<file path="src/rtl/htif_serdes.sv">
// htif_serdes: 64-bit host HTIF packets <-> narrow HTIF_WIDTH link, LSB beat first.
// Latency: TX first beat 1 cycle after wide accept; RX packet valid 1 cycle after last beat.
// Backpressure: valid/ready on all four sides; readies depend only on state and reset.
//
// Ports:
//   clk, reset              clock, synchronous active-high reset
//   wide_in_*               host packet in  (valid/ready/bits, WIDE_WIDTH)
//   htif_in_*               narrow beats to DUT (valid/ready/bits, HTIF_WIDTH)
//   htif_out_*              narrow beats from DUT (valid/ready/bits, HTIF_WIDTH)
//   wide_out_*              reassembled packet to host (valid/ready/bits, WIDE_WIDTH)
//   tx_count, rx_count      32-bit wrapping packet counters for debug
module htif_serdes #(
  parameter int HTIF_WIDTH = 16,
  parameter int WIDE_WIDTH = 64
) (
  input  logic                  clk,
  input  logic                  reset,
  input  logic                  wide_in_valid,
  output logic                  wide_in_ready,
  input  logic [WIDE_WIDTH-1:0] wide_in_bits,
  output logic                  htif_in_valid,
  input  logic                  htif_in_ready,
  output logic [HTIF_WIDTH-1:0] htif_in_bits,
  input  logic                  htif_out_valid,
  output logic                  htif_out_ready,
  input  logic [HTIF_WIDTH-1:0] htif_out_bits,
  output logic                  wide_out_valid,
  input  logic                  wide_out_ready,
  output logic [WIDE_WIDTH-1:0] wide_out_bits,
  output logic [31:0]           tx_count,
  output logic [31:0]           rx_count
);

  localparam int RATIO = WIDE_WIDTH / HTIF_WIDTH;
  localparam int IDX_W = (RATIO > 1) ? $clog2(RATIO) : 1;
  // Explicit compare against the last index so non-power-of-2 ratios work.
  localparam logic [IDX_W-1:0] LAST_IDX = IDX_W'(RATIO - 1);

  if (RATIO < 2 || RATIO * HTIF_WIDTH != WIDE_WIDTH) begin : g_param_check
    $error("htif_serdes: WIDE_WIDTH must be an integer multiple (>=2) of HTIF_WIDTH");
  end

  typedef enum logic {TX_IDLE, TX_SEND} tx_state_t;
  typedef enum logic {RX_FILL, RX_FULL} rx_state_t;

  tx_state_t             tx_state;
  rx_state_t             rx_state;
  logic [IDX_W-1:0]      tx_idx;
  logic [IDX_W-1:0]      rx_idx;
  logic [WIDE_WIDTH-1:0] tx_buf;
  logic [WIDE_WIDTH-1:0] rx_buf;
  logic [HTIF_WIDTH-1:0] tx_beat;

  // Serializer: tx_buf is only written from IDLE, so beats are stable in SEND.
  always_ff @(posedge clk) begin
    if (reset) begin
      tx_state <= TX_IDLE;
      tx_idx   <= '0;
      tx_buf   <= '0;
      tx_count <= '0;
    end else begin
      case (tx_state)
        TX_IDLE: begin
          if (wide_in_valid) begin
            tx_buf   <= wide_in_bits;
            tx_idx   <= '0;
            tx_state <= TX_SEND;
          end
        end
        TX_SEND: begin
          if (htif_in_ready) begin
            if (tx_idx == LAST_IDX) begin
              tx_idx   <= '0;
              tx_state <= TX_IDLE;
              tx_count <= tx_count + 32'd1;
            end else begin
              tx_idx <= tx_idx + 1'b1;
            end
          end
        end
        default: tx_state <= TX_IDLE;
      endcase
    end
  end

  // Deserializer: a partial packet is simply abandoned by reset.
  always_ff @(posedge clk) begin
    if (reset) begin
      rx_state <= RX_FILL;
      rx_idx   <= '0;
      rx_buf   <= '0;
      rx_count <= '0;
    end else begin
      case (rx_state)
        RX_FILL: begin
          if (htif_out_valid) begin
            for (int i = 0; i < RATIO; i++) begin
              if (rx_idx == IDX_W'(i)) rx_buf[i*HTIF_WIDTH +: HTIF_WIDTH] <= htif_out_bits;
            end
            if (rx_idx == LAST_IDX) begin
              rx_idx   <= '0;
              rx_state <= RX_FULL;
            end else begin
              rx_idx <= rx_idx + 1'b1;
            end
          end
        end
        RX_FULL: begin
          if (wide_out_ready) begin
            rx_state <= RX_FILL;
            rx_count <= rx_count + 32'd1;
          end
        end
        default: rx_state <= RX_FILL;
      endcase
    end
  end

  // Beat mux with constant slice offsets.
  always_comb begin
    tx_beat = '0;
    for (int i = 0; i < RATIO; i++) begin
      if (tx_idx == IDX_W'(i)) tx_beat = tx_buf[i*HTIF_WIDTH +: HTIF_WIDTH];
    end
  end

  // Reset gating keeps every handshake dead during reset, even in the
  // first reset cycle before the state registers have been cleared.
  assign wide_in_ready  = !reset && (tx_state == TX_IDLE);
  assign htif_in_valid  = !reset && (tx_state == TX_SEND);
  assign htif_in_bits   = htif_in_valid ? tx_beat : '0;
  assign htif_out_ready = !reset && (rx_state == RX_FILL);
  assign wide_out_valid = !reset && (rx_state == RX_FULL);
  assign wide_out_bits  = reset ? '0 : rx_buf;

endmodule
</file>
<file path="config.mk">
export PLATFORM = sky130hd
export DESIGN_NAME = htif_serdes
export DESIGN_NICKNAME = d
export VERILOG_FILES = /design/src/rtl/htif_serdes.sv
export SDC_FILE = /design/constraint.sdc
export NUM_CORES = 1
export LEC_CHECK = 0
export CORE_UTILIZATION = 45
export CTS_CLUSTER_DIAMETER = 50
export DETAILED_ROUTE_END_ITERATION = 10
export GPL_TIMING_DRIVEN = 0
export PLACE_DENSITY = 0.75
export SKIP_LAST_GASP = 1
export SYNTH_ARGS = -nofsm -noshare
export SYNTH_HDL_FRONTEND = slang
export SYNTH_SLANG_ARGS = --single-unit
export TNS_END_PERCENT = 10
</file>
<file path="constraint.sdc">
create_clock -name clk -period 2.2 [get_ports clk]
set_input_delay 0.33 -clock clk [delete_from_list [all_inputs] [get_ports clk]]
set_output_delay 0.33 -clock clk [all_outputs]
set_load 0.03 [all_outputs]
</file>
After elaboration in Yosys (flattened, before gate mapping)
Cells that the tools add are included.
{"block": "word_totals", "inputBits": 86, "register_bits": 198, "word_cells": 60}
{"block": "classes", "n_bitwise": 2, "n_mux": 19, "eq_ne": 8, "reduce_logical": 16, "n_addsub": 4}
{"op": "2-to-1 mux 16 bit", "n": 5}
{"op": "adder 32 x 1 -> 32 bit, second input constant", "n": 2}
{"op": "2-to-1 mux 64 bit", "n": 1}
{"op": "AND reduction 3 bit", "n": 5}
{"op": "equality test 2 bit, second input constant", "n": 4}
{"op": "2-to-1 mux 2 bit", "n": 4}
{"op": "AND reduction 2 bit", "n": 4}
{"op": "2-to-1 mux 1 bit", "n": 6}
{"op": "adder 2 x 1 -> 2 bit, second input constant", "n": 2}
{"op": "equality test 2 x 1 -> 1 bit, second input constant", "n": 2}
{"op": "logical AND 1 bit", "n": 4}
{"op": "logical NOT 2 bit", "n": 2}
{"op": "inequality test 2 bit, second input constant", "n": 2}
{"op": "one-hot mux 1 bit (2 select lines)", "n": 2}
{"op": "one-hot mux 2 bit (2 select lines)", "n": 1}
{"op": "NOT 1 bit", "n": 2}
{"op": "logical NOT 1 bit", "n": 1}

Longest topological paths before layout
Gate-level depths: netlist of run 1.
{"block": "depth", "word_depth": 6, "mapped_depth": 7, "depth_no_buf": 6}

Worst setup path after synthesis of run 1
No wires, ideal clock.
{"block": "synth_path", "path_type": "register -> output", "start": "reg tx_idx[0]", "end": "out htif_in_bits[10]", "path_stages_with_launch": 7, "t_arrival_ps": 2074, "setup_slack_ps": -204, "t_required_ps": 1870, "cell_sequence": "dfxtp_1 ha_1 clkbuf_1 clkbuf_1 a221oi_1 a211o_1 a21oi_1"}
{"block": "synth_via", "elab_chain_cells": 6}
{"element": "from (decl)", "line": "48", "source": "logic [IDX_W-1:0] tx_idx;"}
{"element": "from (signal assigned)", "line": "77", "source": "tx_idx <= tx_idx + 1'b1;"}
{"element": "logical NOT 2 bit", "line": "123", "source": "if (tx_idx == IDX_W'(i)) tx_beat = tx_buf[i*HTIF_WIDTH +: HTIF_WIDTH];"}
{"element": "2-to-1 mux 16 bit (3 in a row)", "line": "123"}
{"element": "2-to-1 mux 16 bit (*)", "line": "123"}
{"element": "2-to-1 mux 16 bit (*)", "line": "131", "source": "assign htif_in_bits = htif_in_valid ? tx_beat : '0;"}
{"element": "to (decl)", "line": "23", "source": "output logic [HTIF_WIDTH-1:0] htif_in_bits,"}
Mark *: on every way between the ends. The rest lies on a longest branch, timed or not.

Worst setup path after layout of run 1
{"block": "layout_path", "start": "reg tx_idx[1]", "end": "out htif_in_bits[11]"}
The elaborated chain is that of the path after synthesis.

==> flow_metrics.env, run 1 <==
export IMPL_stdcell_area_mm2=0.0127
export IMPL_synth_xor_xnor_area_share_pct=2.28
export IMPL_cp_max_fo=7
export IMPL_layout_nets=1471
export IMPL_netlist_instances=1118
export IMPL_criticalPathCategory="register to output port"
export IMPL_avgSynthCellArea_um2=7.91
export IMPL_seq_area_frac_synth_pct=44.8
export IMPL_ant_nets=0
export IMPL_critPathCaptureType="output port"
export IMPL_placed_cells=1610
export IMPL_first_pass_iters=5
export IMPL_drcViolationCount=0
export IMPL_synth_most_common_cell="nand2_1"
export IMPL_die_area_mm2=0.0202
export IMPL_violations="setup timing"
export IMPL_hp_start="wide_in_bits[44]"
export IMPL_via_per_inst=5.44
export IMPL_fin_ws_ns=-0.213
export IMPL_drt_total_wl_um=28800
export IMPL_synth_area_leaders="dfxtp_1 (45%), nand2_1 (11%), a21oi_1 (9.3%)"
export IMPL_pre_cts_ws_ns=-0.857
export IMPL_reg2reg_from="tx_count[3]$_SDFFE_PP0P_"
export IMPL_tightestPinTransition_ns=0.716
export IMPL_synthSimpleGateAreaFrac_pct=28.6
export IMPL_cp_cell_sequence="inv_4 > ha_4 > clkbuf_16 > clkbuf_16 > a221oi_2 > a211o_1 > a21oi_2 > buf_6"
export IMPL_min_path_type="input pin to register"
export IMPL_cts_sinks=198
export IMPL_synthTopCellsByCount="nand2_1 (269), dfxtp_1 (198), a21oi_1 (165)"
export IMPL_fin_worst_skew_ns=0.0114
export IMPL_synth_seq_cells=198
export IMPL_vdd_ir_drop_max_uv=536
export IMPL_rr_worst_depth=6
export IMPL_arrival_ns=2.08
export IMPL_num_rows=50
export IMPL_grt_pass1_wl_um=43900
export IMPL_wire_per_inst_um=17.5
export IMPL_min_path_cells=3
export IMPL_worst_path_max_delay_cell="dfxtp_4"
export IMPL_netlist_area_mm2=0.00884
export IMPL_diodes=0
export IMPL_core_mm2=0.0190
export IMPL_path_buf_inv=4
export IMPL_fin_cells=1646
export IMPL_area_growth_syn_to_layout_pct=43.4
export IMPL_grt_pass1_vias=8324
export IMPL_gp_congestion=0.868
export IMPL_place_area_mm2=0.0115
export IMPL_cp_data_required_time_ns=1.87
export IMPL_clockBufferDepth=2
export IMPL_overflow=0
export IMPL_r2r_end="tx_count[22]$_SDFFE_PP0P_"
export IMPL_setup_viol=61
export IMPL_final_hold_violation_count=0
export IMPL_ff2ff_setup_slack_ns=-0.07
export IMPL_antenna_found_initial=0
export IMPL_maxCapViolCount=0
export IMPL_synth_top_cell_by_area="dfxtp_1"
export IMPL_synth_top_family_by_area="simple AND/OR/NAND/NOR gates"
export IMPL_power_leakage_nw=4.43
export IMPL_cts_hold_buf=0
export IMPL_fin_crit_ns=2.41
export IMPL_start_kind="register"
export IMPL_slew_violations=0
export IMPL_cp_num_cells=8
export IMPL_slowest_delay_ns=0.38
export IMPL_fin_util_pct=66.9
export IMPL_layout_drive_gt1_share_pct=10.5
export IMPL_synth_fa_ha_area_share_pct=1.42
export IMPL_synth_compound_area_share_pct=16.8
export IMPL_cts_tree="yes"
export IMPL_grt_start_max_net_pins=17
export IMPL_min_to="tx_buf[44]$_SDFFE_PP0P_"
export IMPL_finalCritPeriodShare_pct=110
export IMPL_drtIter0Drc=510
export IMPL_status="finished, violations left"
export IMPL_synth_warnings=0
export IMPL_muxShareOfSynthArea_pct=1.13
export IMPL_ios=234
export IMPL_synth_edf_count=0
export IMPL_syn_nets=1214
export IMPL_ctsHtreeMaxLevel=4
export IMPL_relSlewSlack_pct=51.8
export IMPL_clock_fmax_ghz=0.414
export IMPL_cts_made_buffers=17
export IMPL_initial_core_util_pct=46.6
export IMPL_path_delay_family="compound AO/OA/AOI/OAI gates"
export IMPL_clkLatencyLatePin_ns=0.43
export IMPL_cts_root_buf="clkbuf_16"
export IMPL_grt_setup_unrepaired="true"
export IMPL_place_port_buffers=232
export IMPL_die_y_um=142
export IMPL_cp_common_cell="clkbuf_16"
export IMPL_fp_dieW_um=142
export IMPL_pwr_density_cell_mw_per_mm2=626
export IMPL_synth_top_area_share_pct=44.8
export IMPL_vias=8948
export IMPL_track_usage_pct=27.9
export IMPL_synth_ff_type="dfxtp_1"
export IMPL_ys_async_sr_fraction_pct=0
export IMPL_synth_cell_types=43
export IMPL_hpwlAfterDp_um=20100
export IMPL_path_clk_slew_ns=0.07
==> where the power goes <==
| group | total, mW | leakage, nW | switching, mW | internal, mW |
|---|---|---|---|---|
| logic | 0.961 | 2.54 | 0.543 | 0.418 |
| registers | 3.77 | 1.61 | 0.0732 | 3.70 |
| clock network | 3.21 | 0.282 | 1.40 | 1.82 |
| total | 7.95 | 4.43 | 2.01 | 5.93 |
==> worst max path at each step <==
stage,to,start
after floorplan,htif_in_bits[11],tx_idx[0]$_SDFFE_PP0P_
after global placement,htif_in_bits[10],tx_idx[0]$_SDFFE_PP0P_
after detailed placement,htif_in_bits[10],tx_idx[0]$_SDFFE_PP0P_
after CTS,wide_in_ready,reset
after global routing,htif_in_bits[0],tx_idx[1]$_SDFFE_PP0P_
final,htif_in_bits[11],tx_idx[1]$_SDFFE_PP0P_
==> metal layers <==
layer / share of wire, % / GRT usage [%] / vias to the layer above
met2: 48 / 46.3 / 358
met5: 0 / 0 / -
met3: 7.1 / 6.59 / 58
met4: 2.3 / 9.85 / 0
li1: - / - / 4336
met1: 43 / 35.4 / 4196
==> timing repair <==
item | CTS | global route
setup buffers | 3 | 3
gates cloned | 4 | 0
setup endpoints to repair | 92 | 137
resized for setup | 201 | 25
pin swaps | 22 | 7
==> tightest hold or removal path, stage by stage <==
cell             delay (ns)
clkdlybuf4s50_1        0.40
nand2_1                0.06
a21oi_1                0.05
==> cell families after synthesis <==
family,Yosys count
simple gates,517
compound gates,248
flops,198
buf+inv,113
xor+xnor,23
fa+ha+maj,10
mux,9
==> metrics by stage <==
step	power [mW]	hold slack, ns	TNS (ns)
2_1_floorplan	4.30	0.432	-0.355
3_3_place_gp	4.69	0.437	-50.30
3_5_place_dp	4.70	0.442	-54.31
4_1_cts	7.94	0.433	-8.50
5_1_grt	8.21	0.437	-15.20
6_report	7.95	0.447	-5.27
==> final cells by class <==
type | instances | area [um2]
Fill cell | 1554 | 6270
Multi-Input combinational cell | 807 | 4780
Sequential cell | 198 | 3970
Timing Repair Buffer | 242 | 2440
Buffer | 79 | 455
Clock buffer | 19 | 443
Tap cell | 260 | 325
Clock inverter | 11 | 149
Inverter | 30 | 115
==> state kept, by name (all words and copies together) (netlist names) <==
signal and cells:
rx_buf 64, tx_buf 64, rx_count 32, tx_count 32, rx_idx 2, tx_idx 2, rx_state 1, tx_state 1
==> cell usage in the layout, fill, tap and decap left out, types with 15 or more instances in the layout <==
cell type and instances:
o31ai_1 18, a211o_1 16, a21oi_1 151, clkdlybuf4s50_1 210, dfxtp_1 196, clkbuf_1 54, inv_1 28, nand4_1 23
nand3_1 15, nor2_1 38, clkbuf_16 22, or4_1 21, nand2_1 269, nor2b_1 78, a22o_1 16
Note: power is estimated with default switching activity, not from simulation.
==> run 2: changes to the inputs <==
- SKIP_LAST_GASP: 1 -> default
==> run 2 against run 1 <==
  * The run still ends with setup timing left
  * First-iteration DRC count up 4.3%
  * Non-clock buffer count rose by 3
  * Utilization up 0.56 points
  * Register-to-register slack better by 0.07 ns
  * Setup slack gained 0.021 ns
  * Power is essentially flat
  * Cell count is 0.18% higher
  * Sequential share of layout area is 0.15 points lower
  * Critical endpoint is now htif_in_bits[4]
  * Highest routed layer unchanged
==> flow_metrics.env, run 2 (synthesis results as in run 1) <==
export IMPL_overflow=0
export IMPL_die_y_um=142
export IMPL_grt_pass1_vias=8353
export IMPL_hpwlAfterDp_um=20100
export IMPL_area_growth_syn_to_layout_pct=44.6
export IMPL_core_mm2=0.0190
export IMPL_worst_path_max_delay_cell="a221oi_2"
export IMPL_clock_fmax_ghz=0.418
export IMPL_power_leakage_nw=4.64
export IMPL_layout_nets=1474
export IMPL_diodes=0
export IMPL_ios=234
export IMPL_cp_data_required_time_ns=1.87
export IMPL_place_area_mm2=0.0115
export IMPL_ant_nets=0
export IMPL_final_cell_mix="nand2_1 (269), clkdlybuf4s50_1 (199), dfxtp_1 (185)"
export IMPL_grt_pass1_wl_um=44000
export IMPL_place_port_buffers=232
export IMPL_slew_violations=0
export IMPL_gp_congestion=0.868
export IMPL_criticalPathCategory="register to output port"
export IMPL_fin_util_pct=67.5
export IMPL_cts_hold_buf=0
export IMPL_cts_made_buffers=17
export IMPL_vdd_ir_drop_max_uv=546
export IMPL_drcViolationCount=0
export IMPL_fp_dieW_um=142
export IMPL_via_per_inst=5.43
export IMPL_cts_root_buf="clkbuf_16"
export IMPL_cp_max_fo=7
export IMPL_grt_start_max_net_pins=17
export IMPL_critPathCaptureType="output port"
export IMPL_drtIter0Drc=532
export IMPL_wire_per_inst_um=17.5
export IMPL_final_common_cell="nand2_1"
export IMPL_fin_worst_skew_ns=0.0128
export IMPL_fin_ws_ns=-0.192
export IMPL_ctsHtreeMaxLevel=4
export IMPL_clkLatencyLatePin_ns=0.44
export IMPL_stdcell_area_mm2=0.0128
export IMPL_antenna_found_initial=0
export IMPL_arrival_ns=2.06
export IMPL_fin_crit_ns=2.39
export IMPL_cp_cell_sequence="inv_4 > ha_4 > clkbuf_16 > nor2b_4 > a221oi_2 > a211o_1 > a21oi_2 > buf_6"
export IMPL_cts_tree="yes"
export IMPL_vias=8957
export IMPL_path_clk_slew_ns=0.07
export IMPL_maxCapViolCount=0
export IMPL_drt_total_wl_um=28800
export IMPL_finalCritPeriodShare_pct=109
export IMPL_tightestPinTransition_ns=0.705
export IMPL_track_usage_pct=28.0
export IMPL_first_pass_iters=7
export IMPL_start_kind="register"
export IMPL_die_area_mm2=0.0202
export IMPL_min_path_type="input pin to register"
export IMPL_setup_viol=17
export IMPL_cts_sinks=198
export IMPL_layout_drive_gt1_share_pct=12.1
export IMPL_violations="setup timing"
export IMPL_fin_cells=1649
export IMPL_clockBufferDepth=2
export IMPL_slowest_delay_ns=0.37
export IMPL_initial_core_util_pct=46.6
export IMPL_num_rows=50
export IMPL_status="finished, violations left"
export IMPL_final_hold_violation_count=0
export IMPL_grt_setup_unrepaired="true"
export IMPL_top_regs="rx_buf x64, tx_buf x64"
export IMPL_placed_cells=1610
export IMPL_pwr_density_cell_mw_per_mm2=622
export IMPL_relSlewSlack_pct=52.6
[run 2: final timing paths]
path / start / to / slack (ns) / cells after the start
worst min register to register: rx_buf[31]$_SDFFE_PP0P_ / rx_buf[31]$_SDFFE_PP0P_ / 0.45 / 2
worst max register to register: tx_count[3]$_SDFFE_PP0P_ / tx_count[22]$_SDFFE_PP0P_ / 0 / 6
worst min-delay path: wide_in_bits[44] / tx_buf[44]$_SDFFE_PP0P_ / 0.44 / 3
worst max-delay path: tx_idx[1]$_SDFFE_PP0P_ / htif_in_bits[4] / -0.19 / 8
[run 2: what timing repair did]
item	4_1_cts	5_1_grt
buffers inserted	3	4
gates resized for setup	227	38
gates cloned	4	1
endpoints found under the hold margin	0	0
setup endpoints to repair	92	128
pin swaps	33	12
[run 2: metal layers]
layer | share of wire (%) | track usage, %
met1 | 43 | 35.2
met4 | 2.8 | 10.9
met5 | 0 | 0
met3 | 6.9 | 5.82
met2 | 47 | 46.7
[run 2: area by class of cell]
class / count / area (um2)
tap: 260 / 325
clock inverter: 11 / 149
inverter: 30 / 115
fill: 1535 / 6170
clock buffer: 19 / 443
multi-input combinational: 807 / 4800
buffer: 80 / 483
timing repair buffer: 244 / 2480
sequential: 198 / 3990
[run 2: worst max-delay path: cells and delay by family (launching register included)]
kind	cells	cell delay, ns
adders and majority gates	1	0.20
buffers and inverters	3	0.40
and+or+nand+nor	1	0.04
DFF	1	0.36
AOI/OAI and AO/OA	3	0.62
[run 2: through the flow]
stage,hold WS (ns),TNS (ns),setup WS [ns],power (mW)
global placement,0.437,-50.30,-0.847,4.69
global route,0.442,-4.10,-0.262,8.20
floorplan,0.432,-0.355,-0.0394,4.30
detailed placement,0.442,-54.31,-0.857,4.70
CTS,0.433,-2.11,-0.162,7.95
finish,0.440,-2.57,-0.192,7.95
[run 2: where the power goes]
part / internal, mW / leakage, nW / switching, mW
combinational: 0.421 / 2.74 / 0.544
clock: 1.81 / 0.282 / 1.40
sequential: 3.70 / 1.62 / 0.0708
total: 5.94 / 4.64 / 2.02
==> run 3: changes to the inputs <==
- clock period: 2.2 -> 2.8 ns (I/O delays scaled with it)
==> run 3 against run 2 <==
  * The flow still finishes with violations (setup timing)
  * Setup slack better by 0.17 ns
  * Critical path depth unchanged
  * Worst hold slack better by 0.012 ns
  * Final area down 5.4%
  * Power down 23%
  * Combinational power down 29%
  * Non-clock buffer count down 11
==> flow_metrics.env, run 3 (synthesis results as in run 1) <==
export IMPL_cp_max_fo=10
export IMPL_power_leakage_nw=4.17
export IMPL_rr_worst_depth=6
export IMPL_cp_data_required_time_ns=2.38
export IMPL_layout_drive_gt1_share_pct=6.59
export IMPL_critPathCaptureType="output port"
export IMPL_cp_num_cells=8
export IMPL_status="finished, violations left"
export IMPL_arrival_ns=2.40
export IMPL_cp_cell_sequence="inv_1 > ha_2 > clkbuf_4 > clkbuf_8 > a221oi_1 > a211o_1 > a21oi_1 > clkbuf_4"
export IMPL_num_rows=50
export IMPL_final_cell_mix="nand2_1 (269), clkdlybuf4s50_1 (216), dfxtp_1 (198)"
export IMPL_crit_start="tx_idx[1]$_SDFFE_PP0P_"
export IMPL_via_per_inst=5.31
export IMPL_worst_path_max_delay_cell="a221oi_1"
export IMPL_reg2reg_from="tx_state$_SDFF_PP0_"
export IMPL_cts_tree="yes"
export IMPL_clkLatencyLatePin_ns=0.44
export IMPL_area_growth_syn_to_layout_pct=36.8
export IMPL_tightestPinTransition_ns=0.711
export IMPL_worstSetupEndpoint="htif_in_bits[10]"
export IMPL_fin_worst_skew_ns=0.0102
export IMPL_stdcell_area_mm2=0.0121
export IMPL_ios=234
export IMPL_path_delay_family="compound AO/OA/AOI/OAI gates"
export IMPL_gp_congestion=0.949
export IMPL_layout_nets=1463
export IMPL_ctsHtreeMaxLevel=4
export IMPL_grt_pass1_vias=8193
export IMPL_cts_root_buf="clkbuf_16"
export IMPL_fin_ws_ns=-0.0215
export IMPL_criticalPathCategory="register to output port"
export IMPL_finalCritPeriodShare_pct=101
export IMPL_top_regs="rx_buf x64, tx_buf x64"
export IMPL_cts_setup_buffers=0
export IMPL_clockBufferDepth=2
export IMPL_start_kind="register"
export IMPL_pre_cts_ws_ns=-0.560
export IMPL_drt_total_wl_um=27300
export IMPL_fp_dieW_um=142
export IMPL_die_area_mm2=0.0202
export IMPL_pwr_density_cell_mw_per_mm2=503
export IMPL_path_clk_slew_ns=0.08
export IMPL_antenna_found_initial=1
export IMPL_drcViolationCount=0
export IMPL_fin_util_pct=63.8
export IMPL_cts_made_buffers=17
export IMPL_initial_core_util_pct=46.6
export IMPL_setup_tns_ns=-0.0317
export IMPL_min_path_type="register to register"
export IMPL_hpwlAfterDp_um=20200
export IMPL_ff2ff_setup_slack_ns=0.48
export IMPL_wire_per_inst_um=16.6
export IMPL_cts_sinks=198
export IMPL_final_common_cell="nand2_1"
export IMPL_first_pass_iters=5
export IMPL_final_hold_violation_count=0
export IMPL_die_y_um=142
export IMPL_track_usage_pct=26.9
export IMPL_path_buf_inv=4
export IMPL_grt_start_max_net_pins=20
export IMPL_core_mm2=0.0190
export IMPL_r2r_end="tx_count[31]$_SDFFE_PP0P_"
export IMPL_power_total_mw=6.09
export IMPL_fin_crit_ns=2.82
export IMPL_cp_common_cell="clkbuf_4"
export IMPL_place_port_buffers=232
export IMPL_vias=8715
export IMPL_violations="setup timing"
export IMPL_grt_pass1_wl_um=42700
export IMPL_slew_violations=0
export IMPL_overflow=0
export IMPL_relSlewSlack_pct=52.1
export IMPL_diodes=0
export IMPL_clock_fmax_ghz=0.354
export IMPL_setup_viol=2
export IMPL_grt_setup_unrepaired="true"
export IMPL_ant_nets=0
export IMPL_drtIter0Drc=445
export IMPL_vdd_ir_drop_max_uv=434
export IMPL_place_area_mm2=0.0115
export IMPL_cts_hold_buf=0
export IMPL_maxCapViolCount=0
export IMPL_slowest_delay_ns=0.44
==> run 3: changes by cell type in the layout (fill, tap and decap cells not counted), moves of 7 or more <==
cell             previous run  this run
buf_6                      16         1
a221oi_4                    7         0
dlymetal6s2s_1             12         0
clkdlybuf4s50_1           199       216
clkbuf_1                   47        61
dfxtp_2                    11         0
a21oi_1                   150       165
a21oi_2                    14         0
dfxtp_1                   185       198
nor2b_4                    11         0
buf_4                      12         2
nor2b_1                    78        91
==> run 3: worst min path at each step <==
stage,from,to,cells after the start
after floorplan,rx_buf[0]$_SDFFE_PP0P_,rx_buf[0]$_SDFFE_PP0P_,2
after global placement,rx_buf[14]$_SDFFE_PP0P_,rx_buf[14]$_SDFFE_PP0P_,2
after detailed placement,tx_buf[2]$_SDFFE_PP0P_,tx_buf[2]$_SDFFE_PP0P_,2
after CTS,tx_buf[2]$_SDFFE_PP0P_,tx_buf[2]$_SDFFE_PP0P_,2
after global routing,tx_buf[47]$_SDFFE_PP0P_,tx_buf[47]$_SDFFE_PP0P_,2
final,rx_buf[24]$_SDFFE_PP0P_,rx_buf[24]$_SDFFE_PP0P_,2
==> run 3: what timing repair did <==
item | 4_1_cts | 5_1_grt
setup endpoints to repair | 19 | 17
endpoints found under the hold margin | 0 | 0
resized for setup | 87 | 19
==> run 3: final cells by class <==
type | count | area (um2)
sequential | 198 | 3960
multi-input combinational | 807 | 4500
buffer | 81 | 349
clock inverter | 14 | 139
inverter | 30 | 113
clock buffer | 18 | 439
timing repair buffer | 232 | 2270
fill | 1662 | 6860
tap | 260 | 325
==> run 3: per-stage QoR <==
| step | cells | hold slack [ns] |
|---|---|---|
| after global routing | 1640 | 0.470 |
| after global placement | 1610 | 0.437 |
| after CTS | 1640 | 0.452 |
| final | 1640 | 0.452 |
| after floorplan | 1118 | 0.432 |
| after detailed placement | 1610 | 0.442 |
==> run 3: report_power, final <==
part	switching (mW)	internal (mW)
Clock	1.17	1.28
Combinational	0.394	0.287
Sequential	0.0482	2.91
Total	1.61	4.47
==> run 3: worst reg2reg max path, stage by stage (launching register included) <==
cell and delay (ns):
dfxtp_1 0.30, buf_2 0.21, and2_1 0.15, clkbuf_1 0.39, nand4_1 0.37, nor4_1 0.42, mux2_2 0.37
==> run 3: layer usage <==
metal,wire [um],up-vias,track usage (%),share of wire [%]
met5,13,-,0,0.048
met4,381,2,6.85,1.4
met3,1960,31,6.43,7.2
met2,13000,275,45.7,48
met1,11900,4088,34.2,44
li1,-,4319,-,-
